===== src/rtl/inv_cov_2.sv =====
// Inverse covariance B = L^-T * L^-1 from the packed 2x2 inverse-Cholesky matrix S,
// using one shared pipelined multiplier. Define INV_COV_SATURATE_EN for saturating arithmetic.
module inv_cov_2 #(
    parameter int MULT_LAT = 7,
    parameter int DW       = 32
) (
    input  logic            clk,
    input  logic            rst,
    input  logic [3*DW-1:0] S,
    input  logic            S_valid,
    output logic            S_ready,
    output logic [3*DW-1:0] B,
    output logic            B_valid,
    input  logic            B_ready
);

    // Handshake: a word moves on a rising edge where valid and ready are both high;
    // a producer holds valid and keeps its payload stable until that edge.

    localparam int FB = DW / 2;

    localparam logic [5:0] C_P1  = 6'(1 + MULT_LAT);
    localparam logic [5:0] C_P2  = 6'(2 + MULT_LAT);
    localparam logic [5:0] C_T   = 6'(3 + MULT_LAT);
    localparam logic [5:0] C_OP4 = 6'(4 + MULT_LAT);
    localparam logic [5:0] C_U   = 6'(4 + 2 * MULT_LAT);
    localparam logic [5:0] C_OP5 = 6'(5 + 2 * MULT_LAT);
    localparam logic [5:0] C_OP6 = 6'(6 + 2 * MULT_LAT);
    localparam logic [5:0] C_V   = 6'(5 + 3 * MULT_LAT);

    typedef enum logic [2:0] {
        S_IDLE,
        S_STAGE1,
        S_STAGE2,
        S_STAGE3,
        S_SUM,
        S_OUT
    } state_t;

    state_t        state, state_nxt;
    logic [5:0]    cnt;
    logic [DW-1:0] d1, l21, d2;
    logic [DW-1:0] p1, p2, t, u, v;
    logic [DW-1:0] b11, b21, b22;
    logic [DW-1:0] mul_a, mul_b, prod;
    logic [DW-1:0] pipe [MULT_LAT];
    logic [DW-1:0] mout;

    function automatic logic [DW-1:0] q_mul(input logic [DW-1:0] a, input logic [DW-1:0] b);
        logic signed [2*DW-1:0] ae, be, p;
        ae = {{DW{a[DW-1]}}, a};
        be = {{DW{b[DW-1]}}, b};
        p  = ae * be;
`ifdef INV_COV_SATURATE_EN
        if (p[2*DW-1:DW+FB-1] != {(FB+1){p[2*DW-1]}})
            return p[2*DW-1] ? {1'b1, {(DW-1){1'b0}}} : {1'b0, {(DW-1){1'b1}}};
`endif
        return p[DW+FB-1:FB];
    endfunction

    function automatic logic [DW-1:0] q_add(input logic [DW-1:0] a, input logic [DW-1:0] b);
`ifdef INV_COV_SATURATE_EN
        logic [DW:0] s;
        s = {a[DW-1], a} + {b[DW-1], b};
        if (s[DW] != s[DW-1])
            return s[DW] ? {1'b1, {(DW-1){1'b0}}} : {1'b0, {(DW-1){1'b1}}};
        return s[DW-1:0];
`else
        return a + b;
`endif
    endfunction

    function automatic logic [DW-1:0] q_neg(input logic [DW-1:0] a);
`ifdef INV_COV_SATURATE_EN
        if (a == {1'b1, {(DW-1){1'b0}}})
            return {1'b0, {(DW-1){1'b1}}};
`endif
        return {DW{1'b0}} - a;
    endfunction

    assign prod = q_mul(mul_a, mul_b);
    assign mout = pipe[MULT_LAT-1];
    assign B    = {b22, b21, b11};

    always_ff @(posedge clk) begin
        if (rst) state <= S_IDLE;
        else     state <= state_nxt;
    end

    always_comb begin
        state_nxt = state;
        case (state)
            S_IDLE:   if (S_valid)      state_nxt = S_STAGE1;
            S_STAGE1: if (cnt == C_T)   state_nxt = S_STAGE2;
            S_STAGE2: if (cnt == C_U)   state_nxt = S_STAGE3;
            S_STAGE3: if (cnt == C_V)   state_nxt = S_SUM;
            S_SUM:                      state_nxt = S_OUT;
            S_OUT:    if (B_ready)      state_nxt = S_IDLE;
            default:                    state_nxt = S_IDLE;
        endcase
    end

    // cnt equals the number of cycles since acceptance; every issue and capture keys off it.
    always_comb begin
        S_ready = (state == S_IDLE);
        B_valid = (state == S_OUT);
        mul_a   = '0;
        mul_b   = '0;
        case (state)
            S_STAGE1: begin
                if (cnt == 6'd1)      begin mul_a = d1;  mul_b = d1; end
                else if (cnt == 6'd2) begin mul_a = d2;  mul_b = d2; end
                else if (cnt == 6'd3) begin mul_a = l21; mul_b = d1; end
            end
            S_STAGE2: begin
                if (cnt == C_OP4)     begin mul_a = t;   mul_b = d2; end
            end
            S_STAGE3: begin
                if (cnt == C_OP5)     begin mul_a = u;   mul_b = d2; end
                else if (cnt == C_OP6) begin mul_a = u;  mul_b = u;  end
            end
            default: ;
        endcase
    end

    always_ff @(posedge clk) begin
        if (rst) begin
            cnt <= '0;
            d1  <= '0; l21 <= '0; d2 <= '0;
            p1  <= '0; p2  <= '0; t  <= '0; u <= '0; v <= '0;
            b11 <= '0; b21 <= '0; b22 <= '0;
            for (int i = 0; i < MULT_LAT; i++) pipe[i] <= '0;
        end else begin
            pipe[0] <= prod;
            for (int i = 1; i < MULT_LAT; i++) pipe[i] <= pipe[i-1];

            if (state == S_IDLE)     cnt <= 6'd1;
            else if (state != S_OUT) cnt <= cnt + 6'd1;

            case (state)
                S_IDLE: begin
                    if (S_valid) begin
                        d1  <= S[DW-1:0];
                        l21 <= S[2*DW-1:DW];
                        d2  <= S[3*DW-1:2*DW];
                    end
                end
                S_STAGE1: begin
                    if (cnt == C_P1) p1 <= mout;
                    if (cnt == C_P2) p2 <= mout;
                    if (cnt == C_T)  t  <= mout;
                end
                S_STAGE2: if (cnt == C_U) u <= mout;
                S_STAGE3: if (cnt == C_V) v <= mout;
                S_SUM: begin
                    // w is at the multiplier output during this cycle.
                    b11 <= q_add(p1, mout);
                    b21 <= q_neg(v);
                    b22 <= p2;
                end
                default: ;
            endcase
        end
    end

endmodule


===== config.mk =====
export PLATFORM = sky130hd
export DESIGN_NAME = inv_cov_2
export DESIGN_NICKNAME = d
export VERILOG_FILES = /design/src/rtl/inv_cov_2.sv
export SDC_FILE = /design/constraint.sdc
export NUM_CORES = 2
export LEC_CHECK = 0
export CAP_MARGIN = 20
export CORE_ASPECT_RATIO = 0.5
export CORE_MARGIN = 1.5
export CORE_UTILIZATION = 55
export CTS_BUF_LIST = sky130_fd_sc_hd__clkbuf_4
export DETAILED_ROUTE_END_ITERATION = 10
export PLACE_DENSITY = 0.73
export SLEW_MARGIN = 25
export SYNTH_ARGS = -nofsm -noshare
export SYNTH_HDL_FRONTEND = slang
export SYNTH_SLANG_ARGS = --single-unit

===== constraint.sdc =====
create_clock -name clk -period 12.95 [get_ports clk]
set_input_delay 2.59 -clock clk [delete_from_list [all_inputs] [get_ports clk]]
set_output_delay 2.59 -clock clk [all_outputs]
set_load 0.05 [all_outputs]

==> impl_metrics.csv <==
group,metric,value,unit
status,status,"finished, final reports clean",
finish,utilization,61.3,%
floorplanning,chipWidth,432,µm
setup_path,critPathKind,"flop to flop",
cts,cts_buffers,145,
min_path,min_path_type,"flop to flop",
logic_synthesis,synthCells,5870,
setup_path,r2r_cells,32,
global_routing,grt_antenna_before_repair,10,
floorplanning,die_area,0.0942,mm²
timing,hold_viol,0,
placed_design,dpl_cell_area,0.0539,mm²
timing,layout_min_cycle_time,10640,ps
cts,cts_resized,0,
placed_design,dp_cells,7074,
global_routing,grt-busiest-layer,"met2",
timing,skew,53.8,ps
timing,tightest_slew,1090,ps
cts,clk_pin_slew,70,ps
detailed_routing,wl_per_cell,22.0,µm
detailed_routing,drc_errors,0,
detailed_routing,ant_nets,0,
detailed_routing,wl,161,mm
logic_synthesis,yosys-top-cells-count,"1,240 x nand2_1, 885 x inv_1, 839 x fa_1",
global_routing,overflow,0,
setup_path,cp-start-kind,"flop",
logic_synthesis,synth_top_cell_area_share,33.1,%
finish,multiInputGateArea,0.0345,mm²
timing,setup_viol,0,
cts,hold_buffers,0,
timing,fin_tns_setup,0,ps
setup_path,crit_path_start,"cnt[0]$_SDFFE_PP0P_",
setup_path,worst_ep_arrival_time,11520,ps
global_routing,track_usage,34.7,%
finish,nets,7120,
floorplanning,initial_core_util,55.8,%
setup_path,slowest_stage,"o21ai_2",
logic_synthesis,yosysWarnings,0,
logic_synthesis,yosysMostFrequentCell,"nand2_1",
finish,area.growth.synth_to_final,9.95,%
logic_synthesis,synth.area.top_cells,"fa_1 33%, dfxtp_1 23%, nand2_1 9.2%",
setup_path,critPathCapture,"pipe[0][31]$_SDFF_PP0_",
cts,cts_tree,"yes",
timing,slew_viol_final,0,
cts,clkLatencyLatePin,980,ps
global_routing,grt_max_degree,177,
floorplanning,core-area,0.0910,mm²
logic_synthesis,ys_seq_elements,585,
global_routing,grtUsageMet3,11.0,%
setup_path,r2r-start,"cnt[0]$_SDFFE_PP0P_",
setup_path,crit_top_cell,"fa_1",
timing,max_freq,94.0,MHz
global_routing,grt_pass1_wl,246,mm
logic_synthesis,seq_area_frac_synth,23.1,%
cts,ctsHtreeMaxLevel,4,
job,maxCapViolations,0,
floorplanning,rows,78,
global_routing,met1_usage,44.9,%
setup_path,critPathCaptureType,"flop",
finish,final_cells,7329,
detailed_routing,vias,41500,
power_and_ir_drop,power_density,67.9,mW/mm²
cts,clockRootBuffer,"clkbuf_4",
placed_design,hpwl,123,mm
logic_synthesis,yosysUniqueCellTypes,83,
finish,layout-drive-gt1-share,6.49,%
detailed_routing,drt-initial-drc-count,4528,
finish,postLayoutCellArea,0.0558,mm²
logic_synthesis,synth_edf_count,0,
power_and_ir_drop,power_leakage,0.0241,µW
setup_path,r2r_slack,2310,ps
cts,cts.path.max_buffers,3,
logic_synthesis,synth.avg_cell_area,8.64,µm²
placed_design,portBuffers,197,
global_routing,grt_pass1_vias,42400,
detailed_routing,drtPass1Iterations,8,
power_and_ir_drop,power,3790,µW
finish,num-fill-cells,7836,
power_and_ir_drop,peakVddDrop,68.6,µV
setup_path,cp_data_required_time,13820,ps
setup_path,r2r-end,"pipe[0][31]$_SDFF_PP0_",
logic_synthesis,syn-cell-area,0.0507,mm²
placed_design,place_congestion,1.02,
setup_path,crit_path_max_fanout,26,
timing,finalCritPeriodShare,82.2,%
floorplanning,die-height,218,µm
logic_synthesis,synth_ff_type,"dfxtp_1",
logic_synthesis,synth_top_area_cell,"fa_1",
detailed_routing,via_per_inst,5.66,
finish,seq_area,0.0117,mm²
timing,rsz0062_at_grt,"no",
cts,clkSinkCount,585,
logic_synthesis,synth_nets,7008,
setup_path,slowest_delay,710,ps
global_routing,use_met2,53.3,%
logic_synthesis,synthArstFlopShare,0,%
floorplanning,io_pins,198,
cts,cts_post_setup_buffers_inserted,0,
timing,relSlewSlack,27.6,%
worst min-delay path by stage:
| stage | from | endpoint | cells after the start | slack [ps] |
|---|---|---|---|---|
| 2_1_floorplan | pipe[0][0]$_SDFF_PP0_ | pipe[1][0]$_SDFF_PP0_ | 1 | 410 |
| 3_3_place_gp | pipe[2][29]$_SDFF_PP0_ | pipe[3][29]$_SDFF_PP0_ | 1 | 420 |
| 3_5_place_dp | pipe[2][15]$_SDFF_PP0_ | pipe[3][15]$_SDFF_PP0_ | 1 | 420 |
| 4_1_cts | pipe[2][28]$_SDFF_PP0_ | pipe[3][28]$_SDFF_PP0_ | 1 | 420 |
| 5_1_grt | pipe[4][20]$_SDFF_PP0_ | pipe[5][20]$_SDFF_PP0_ | 1 | 440 |
| 6_report | pipe[2][28]$_SDFF_PP0_ | pipe[3][28]$_SDFF_PP0_ | 1 | 420 |
final cells by class:
type | count | area share, %
diodes | 3 | 0.0135
clock buffers | 205 | 2.76
clock inverters | 46 | 0.547
inverters | 886 | 5.96
multi-input cells | 4062 | 61.9
flip-flops and latches | 585 | 21.0
well taps | 1240 | 2.78
repair buffers | 302 | 4.99
cells in the final DEF, fill, tap and decap left out, types with 15 or more instances in the layout:
| master | instances |
|---|---|
| nand2_1 | 1237 |
| a221o_1 | 23 |
| nor2b_1 | 212 |
| a221oi_1 | 23 |
| a21o_1 | 39 |
| nand3_1 | 18 |
| and2_1 | 51 |
| xor2_1 | 28 |
| o21a_1 | 20 |
| buf_4 | 103 |
| o21ai_0 | 42 |
| inv_1 | 885 |
| nor2_1 | 456 |
| xnor2_1 | 90 |
| clkdlybuf4s50_1 | 196 |
| dfxtp_1 | 585 |
| clkinv_1 | 28 |
| ha_1 | 199 |
| clkbuf_4 | 205 |
| a22oi_1 | 59 |
| nor3_1 | 29 |
| nand4_1 | 15 |
| a21oi_1 | 426 |
| fa_1 | 839 |
| o21ai_1 | 17 |
| a31oi_1 | 21 |
sequential cells by signal, summed over array words and instances, names as in the netlist:
name,count
u,32
b22,32
v,32
pipe,224
p1,32
b21,32
cnt,6
b11,32
p2,32
l21,32
d1,32
state,3
t,32
d2,32
power breakdown:
part / internal [µW] / switching, µW
Clock: 780 / 761
Sequential: 1820 / 30.5
Combinational: 119 / 272
Total: 2720 / 1060
stage by stage:
step | setup WS (ps) | hold slack (ps)
floorplan | 3730 | 414
global placement | 2660 | 416
detailed placement | 2440 | 420
CTS | 2400 | 415
global route | 1860 | 442
finish | 2310 | 417
routing by layer:
metal / vias to the layer above / share of wire, %
met4: 4 / 4.7
met1: 20400 / 38
met5: - / 0.052
met3: 449 / 12
met2: 2341 / 44
li1: 18300 / -
logic make-up after synthesis:
group | after synthesis | synth area share (%)
simple gates | 2112 | 17.8
buf+inv | 1223 | 9.21
fa+ha+maj | 1038 | 38.0
compound gates | 789 | 9.73
flops | 585 | 23.1
xor+xnor | 121 | 2.16
mux | 2 | 0.0419
critical path: cells and delay by family, from the launching register on:
kind	cells	cell delay (ps)
buffers and inverters	7	750
AND/OR/NAND/NOR	8	2160
AO/OA/AOI/OAI	7	2330
adder cells (fa/ha/maj)	10	4980
flip-flops	1	350
No activity file was read; power rests on OpenSTA's default activity.
